[config.mk]
export PLATFORM = sky130hd
export DESIGN_NAME = seq_shift_add_mul_flat
export DESIGN_NICKNAME = d
export VERILOG_FILES = /design/src/rtl/seq_shift_add_mul_pkg.sv /design/src/rtl/seq_shift_add_mul_if.sv /design/src/rtl/seq_shift_add_mul_addsub.sv /design/src/rtl/seq_shift_add_mul.sv /design/src/flat_wrapper.sv
export SDC_FILE = /design/constraint.sdc
export NUM_CORES = 1
export LEC_CHECK = 0
export ABC_CLOCK_PERIOD_IN_PS = 2520
export CAP_MARGIN = 20
export CORE_MARGIN = 5
export CORE_UTILIZATION = 50
export CTS_CLUSTER_DIAMETER = 120
export DETAILED_ROUTE_END_ITERATION = 10
export MAX_ROUTING_LAYER = met4
export PLACE_DENSITY_LB_ADDON = 0.1
export SYNTH_ARGS = -nofsm -noshare
export SYNTH_HDL_FRONTEND = slang
export SYNTH_SLANG_ARGS = --single-unit
[constraint.sdc]
create_clock -name clk -period 2.52 [get_ports clk]
set_clock_uncertainty 0.2 [all_clocks]
set_input_delay 0.63 -clock clk [delete_from_list [all_inputs] [get_ports clk]]
set_output_delay 0.63 -clock clk [all_outputs]
set_load 0.005 [all_outputs]
[src/rtl/seq_shift_add_mul_pkg.sv]
// seq_mul_pkg: state encoding and counter sizing shared by the shift-add multiplier.
package seq_mul_pkg;
  typedef enum logic [1:0] {IDLE = 2'd0, RUN = 2'd1, DONE = 2'd2} state_t;
  function automatic int cnt_w(input int w);
    return $clog2(w + 1);
  endfunction
endpackage

[src/rtl/seq_shift_add_mul_if.sv]
// seq_shift_add_mul_if: start/operand request and busy/done/product response of the multiplier.
interface seq_shift_add_mul_if #(parameter int WIDTH_A = 7, parameter int WIDTH_B = 7);
  logic start;
  logic [WIDTH_A-1:0] a;
  logic [WIDTH_B-1:0] b;
  logic busy;
  logic done;
  logic [WIDTH_A+WIDTH_B-1:0] product;
  modport master(output start, a, b, input busy, done, product);
  modport slave(input start, a, b, output busy, done, product);
endinterface

[src/rtl/seq_shift_add_mul_addsub.sv]
// seq_mul_addsub: W+1-bit partial-sum adder/subtractor; SEQ_MUL_SIGNED_EN sign-extends operands.
module seq_mul_addsub #(parameter int W = 7) (
  input  logic [W-1:0] x,
  input  logic [W-1:0] y,
  input  logic         en,
  input  logic         sub,
  output logic [W:0]   s
);
  logic [W:0] ex, ey;
`ifdef SEQ_MUL_SIGNED_EN
  assign ex = {x[W-1], x};
  assign ey = {y[W-1], y};
`else
  assign ex = {1'b0, x};
  assign ey = {1'b0, y};
`endif
  assign s = !en ? ex : sub ? ex - ey : ex + ey;
endmodule

[src/rtl/seq_shift_add_mul.sv]
// seq_shift_add_mul: sequential shift-add multiplier, one partial product per clock.
// SEQ_MUL_SIGNED_EN selects two's complement operands (MSB partial product subtracted).
module seq_shift_add_mul
  import seq_mul_pkg::*;
#(
  parameter int WIDTH_A = 7,
  parameter int WIDTH_B = 7
) (
  input logic clk,
  input logic rst,
  seq_shift_add_mul_if.slave bus
);
  localparam int PW = WIDTH_A + WIDTH_B;
  localparam int CW = cnt_w(WIDTH_A);
  state_t state, nxt;
  logic [PW-1:0] p;
  logic [WIDTH_B-1:0] bq;
  logic [CW-1:0] cnt;
  logic [WIDTH_B:0] sum;
  logic last, sub, accept;
  assign last = cnt == CW'(WIDTH_A - 1);
  assign accept = bus.start && state != RUN;
`ifdef SEQ_MUL_SIGNED_EN
  assign sub = last;
`else
  assign sub = 1'b0;
`endif
  seq_mul_addsub #(.W(WIDTH_B)) u_addsub (
    .x(p[PW-1:WIDTH_A]),
    .y(bq),
    .en(p[0]),
    .sub(sub),
    .s(sum)
  );
  always_ff @(posedge clk or posedge rst) begin
    if (rst) begin
      state <= IDLE;
      p <= '0;
      bq <= '0;
      cnt <= '0;
    end else begin
      state <= nxt;
      if (accept) begin
        p <= {{WIDTH_B{1'b0}}, bus.a};
        bq <= bus.b;
        cnt <= '0;
      end else if (state == RUN) begin
        // sum's top bit is the carry (unsigned) or the sign (signed) of the partial sum
        p <= {sum, p[WIDTH_A-1:1]};
        cnt <= cnt + 1'b1;
      end
    end
  end
  always_comb nxt = state == RUN ? (last ? DONE : RUN) : (bus.start ? RUN : IDLE);
  always_comb begin
    bus.busy = state == RUN;
    bus.done = state == DONE;
  end
  assign bus.product = p;
endmodule

[src/flat_wrapper.sv]
// flat-port wrapper written by rule: the top's interface ports become plain ports
module seq_shift_add_mul_flat import seq_mul_pkg::*;
#(
  parameter int WIDTH_A = 7,
  parameter int WIDTH_B = 7
)
  (clk, rst, bus_start, bus_a, bus_b, bus_busy, bus_done, bus_product);
  seq_shift_add_mul_if #(.WIDTH_A(WIDTH_A), .WIDTH_B(WIDTH_B)) bus_i ();
  input logic clk;
  input logic rst;
  input wire logic [$bits(bus_i.start)-1:0] bus_start;
  input wire logic [$bits(bus_i.a)-1:0] bus_a;
  input wire logic [$bits(bus_i.b)-1:0] bus_b;
  output wire logic [$bits(bus_i.busy)-1:0] bus_busy;
  output wire logic [$bits(bus_i.done)-1:0] bus_done;
  output wire logic [$bits(bus_i.product)-1:0] bus_product;
  assign bus_i.start = bus_start;
  assign bus_i.a = bus_a;
  assign bus_i.b = bus_b;
  assign bus_busy = bus_i.busy;
  assign bus_done = bus_i.done;
  assign bus_product = bus_i.product;
  seq_shift_add_mul #(.WIDTH_A(WIDTH_A), .WIDTH_B(WIDTH_B)) u_core (.clk(clk), .rst(rst), .bus(bus_i));
endmodule
* Word-level counts from Yosys, hierarchy flattened
Index checks and enable logic that the tools add are counted.
Storage, ports and cells: flip-flop bits (word level) 26, bits of input ports 17, output and inout port bits 16
Cells by class: add/subtract/negate cells 2, equality and inequality tests 4, mux-type cells 8, reductions and logical operators 2
Operators with widths (count):
- two-way mux 14 bit | 2
- adder 7 x 7 -> 8 bit | 1
- two-way mux 8 bit | 1
- two-way mux 3 bit | 2
- two-way mux 2 bit | 2
- adder 3 x 1 -> 3 bit (second input constant) | 1
- equality test 3 bit (second input constant) | 1
- equality test 2 x 1 -> 1 bit (second input constant) | 1
- equality test 2 bit (second input constant) | 1
- != test 2 x 1 -> 1 bit (second input constant) | 1
- nonzero test 2 bit | 1
- logical AND 1 bit | 1
- two-way mux 1 bit | 1

* Logic depth before layout (Yosys ltp)
word-level depth 4, gate-level depth with buffers 8, mapped depth without buffers 8

* Modules after synthesis
Synthesis repeated with hierarchy kept, for this count alone.
Unflattened totals: cells, all modules 173, area total of the unflattened synthesis 1686.6 sq um
By module, submodules not included:
- seq_shift_add_mul | instances 1, cells each 98, area an instance 1164.9 sq um
- seq_mul_addsub | instances 1, cells each 75, area an instance 521.8 sq um

* Least setup slack after synthesis
Ideal clock, no wire load.
path type register to register, from register u_core.p[7], in the netlist u_core.bus.product[7], to register u_core.p[12], in the netlist u_core.bus.product[12], data arrival time 1577 ps, path slack 667 ps, stages on the path, launching flop included 9, cell sequence dfrtp_1 > ha_1 > inv_1 > fa_1 > nor2b_1 > o31a_1 > o22ai_2 > xor2_1 > o21ai_1
On the way: longest elaborated chain between the ends 4
Ends and longest elaborated chain:
- start: declaration | line seq_shift_add_mul.sv:16 | logic [PW-1:0] p;
- start signal: assignment | line seq_shift_add_mul.sv:44 | p <= {{WIDTH_B{1'b0}}, bus.a};
- start signal: assignment | line seq_shift_add_mul.sv:49 | p <= {sum, p[WIDTH_A-1:1]};
- adder 7 x 7 -> 8 bit | line seq_shift_add_mul_addsub.sv:17 | assign s = !en ? ex : sub ? ex - ey : ex + ey;
- two-way mux 8 bit | line seq_shift_add_mul_addsub.sv:17
- two-way mux 14 bit | line seq_shift_add_mul.sv:47 | end else if (state == RUN) begin
- two-way mux 14 bit | line seq_shift_add_mul.sv:43 | if (accept) begin
No other way between the ends. The select of a mux whose other input is x is not followed. A chain may end at the register's enable or synchronous reset.

* Worst setup path in the final report
from register u_core.state[1], to output port bus_busy
On the way: longest elaborated chain between the ends 1
Ends and longest elaborated chain:
- start: declaration | line seq_shift_add_mul.sv:15 | state_t state, nxt;
- start signal: assignment | line seq_shift_add_mul.sv:42 | state <= nxt;
- equality test 2 x 1 -> 1 bit | line seq_shift_add_mul.sv:56 | bus.busy = state == RUN;
- end: declaration | line flat_wrapper.sv:14 | output wire logic [$bits(bus_i.busy)-1:0] bus_busy;
No other way between the ends.

==> key figures <==
Setup path
  • Buffers & Inverters on Critical Path: 2
  • CP Launch Type: flip-flop
  • Reg-to-reg startpoint: u_core.bus.product[7]
  • Slowest Stage Delay on Critical Path: 0.51 ns
  • CP cell instances: nand2b_4 -> clkinv_8 -> clkdlybuf4s50_1
  • Worst Path Required: 1.69 ns
  • Crit-path max FO: 23
  • Kind of critical path: flip-flop to primary output
  • Critical path's top delay family: buffers and inverters
  • Crit path DAT: 1.54 ns
  • Critical Path Start: u_core.state[1]
  • Endpoint type of the worst setup path: primary output
  • CP max stage cell: clkdlybuf4s50_1

Routing
  • Routed wire per std cell: 15.1 um
  • WL final: 3.21 mm
  • Number of DRC violations after detailed-routing iteration 0: 47
  • DR vias: 1174
  • ANT nets after route: 0
  • Vias per inst: roughly 5.5
  • Detailed Routing Iterations Pass 1: 4
  • Drc violations: 0

Logic synthesis
  • Sequential share of the synthesized area: 44.2%
  • Cell Area, Synth: between 1000 and 1500 um^2
  • Top FF cell, synth: dfrtp_1
  • Mapped Avg Cell Area: a little over 10 um^2
  • Post-synth EDFFs: 0
  • Net Count, Synth: 173
  • Synth Instances: ~150
  • Synth Register Bits: 26
  • Async SR Flop Fraction: 100%
  • YS warnings: 0
  • Synth unique cells: 33

STA
  • Slew @ Worst Pin: about 0.38 ns
  • Slew margin rel.: approximately 74%
  • Fmax: ~420 MHz
  • Final Hold Fails: 0
  • RSZ-0062 raised after global routing: false
  • Slew Limit Fails: 0
  • Post-route clock period utilization: 94.0%
  • Final setup fails: 0
  • Tmin final: roughly 2.4 ns
  • TNS Setup: 0 ns

Clock tree
  • Latest clock arrival within the worst-skew pair: 0.32 ns
  • CTS max path bufs: 2
  • Cts-stage hold buffer count: 0
  • Clock transition at path regs: roughly 0.14 ns
  • Clock sink count: 26
  • CTS tree: yes
  • Root Buffer: clkbuf_4
  • H-tree depth: 1
  • TritonCTS buffer count: 3

Pwr
  • Power Density: between 1000 and 1500 nW/um^2
  • Maximum vdd drop: approximately 0.80 mV
  • Leak: between 0.8 and 0.9 nW

Worst hold path
  • Hold path start: u_core.bus.product[6]
  • Hold crit path type: flip-flop to flip-flop

Die
  • Die area: about 4100 um^2
  • Area of the core: around 2800 um^2
  • Rows: 19
  • Die Wd: 64.3 um
  • Initial Util: approximately 53%
  • Die H: between 60 and 70 um
  • IO Count: 33

Place
  • I/O Buffers: 32
  • Number of cells after detailed placement: about 200
  • DPL Wire Length: between 2 and 2.5 mm
  • Placer congestion estimate: 0.862

Finish
  • Commonest non-fill, non-tap cell in the layout: clkdlybuf4s50_1
  • Diodes inserted: 0
  • P&R area growth vs syn: 27.3%
  • Ratio of cells with drive above 1 in the final layout: 13.3%
  • Fin nets: roughly 210
  • Final Non-Filler Cells: roughly 210
  • Most frequent cells in the layout: 32 x clkdlybuf4s50_1, 26 x dfrtp_1, 15 x o21ai_0

Job
  • Max Cap Viol: 0

Global route
  • Tot GR Track Use: between 15 and 20%
  • Global-route wire length before repair: 5.78 mm
  • Vias in the first global route: 1221
  • Antenna violations before repair: 0
  • Grt total ovfl: 0
  • Largest net degree at the start of global routing: 27

Outcome
  • Status: complete, no violations
## cells by family (layout without fill, tap and decap cells)
| logic type | Yosys count | count (layout) | synth area share (%) |
|---|---|---|---|
| adder cells (fa/ha/maj) | 10 | 10 | 9.01 |
| AND/OR/NAND/NOR | 39 | 39 | 14.1 |
| AO/OA/AOI/OAI | 39 | 39 | 15.2 |
| multiplexers | 15 | 15 | 10.8 |
| XOR/XNOR | 2 | 2 | 1.19 |
| flip-flops | 26 | 26 | 44.2 |
| buffers and inverters | 15 | 50 | 5.52 |
## area by class of cell
| type | instances | area [um^2] |
|---|---|---|
| clock buffers | 4 | 36.3 |
| fillers | 239 | 907 |
| inverters | 8 | 42.5 |
| multi-input cells | 105 | 741 |
| flip-flops and latches | 26 | 651 |
| well taps | 31 | 38.8 |
| repair buffers | 38 | 365 |
## timing repair
action	CTS	global route
resized for setup	1	2
pin swaps	0	0
endpoints found under the setup margin	1	1
setup buffers	0	4
## final timing paths
check / slack, ns / depth (start not counted) / end
max in group asynchronous: 1.42 / 3 / u_core.bus.product[1]
min in group asynchronous: 0.45 / 3 / u_core.state[0]
worst min-delay path: 0.32 / 2 / u_core.bus.product[5]
worst max-delay path: 0.15 / 3 / bus_busy
worst min register to register: 0.32 / 2 / u_core.bus.product[5]
worst max register to register: 0.42 / 8 / u_core.bus.product[12]
## tightest hold or removal path: stages, from the launching register on
cell and delay [ns]:
dfrtp_1 0.38, nand2_1 0.05, o21ai_0 0.06
## sequential cells by signal, indices dropped and copies added, names as in the netlist
signal	count
u_core.bq	7
u_core.cnt	3
u_core.bus.product	14
u_core.state	2
## cell usage after synthesis, types with 2 or more instances
cell | number | share of area, %
dfrtp_1 | 26 | 44
o21ai_0 | 15 | 5.1
a21oi_1 | 12 | 4.1
nand2_1 | 11 | 2.8
ha_1 | 9 | 7.6
mux2i_1 | 8 | 5.4
nor2_1 | 8 | 2.0
inv_1 | 7 | 1.8
mux2_2 | 7 | 5.4
nor2b_1 | 5 | 2.1
a31oi_1 | 4 | 1.7
and3_1 | 4 | 1.7
nand3_1 | 4 | 1.4
buf_2 | 3 | 1.0
buf_4 | 3 | 1.5
nand2_2 | 2 | 0.85
o21a_1 | 2 | 1.0
## metrics by stage
stage / worst slack, ns / total power (W) / utilization (%) / area [um^2] / hold WS, ns
floorplan: 0.667 / 0.00167 / - / 1470 / 0.243
global placement: 0.382 / 0.00201 / 64.6 / 1800 / 0.271
detailed placement: 0.348 / 0.00208 / 64.6 / 1800 / 0.291
CTS: 0.00276 / 0.00231 / 66.0 / 1840 / 0.313
global route: 0.0521 / 0.00261 / 67.4 / 1870 / 0.356
finish: 0.150 / 0.00235 / 67.4 / 1870 / 0.318
## per-layer routing
layer	track usage [%]	up-vias	part of all wire, %
li1	-	581	-
met1	22.9	554	44
met2	28.6	32	50
met3	2.63	7	4.2
met4	6.36	0	1.8
met5	-	-	0
## report_power, final
group | internal, W | switching (W) | total [W]
logic | 0.000702 | 0.000641 | 0.00134
clock network | 0.0000884 | 0.000127 | 0.000215
registers | 0.000619 | 0.000177 | 0.000796
total | 0.00141 | 0.000945 | 0.00235
Power figures use the tool's default switching activity.
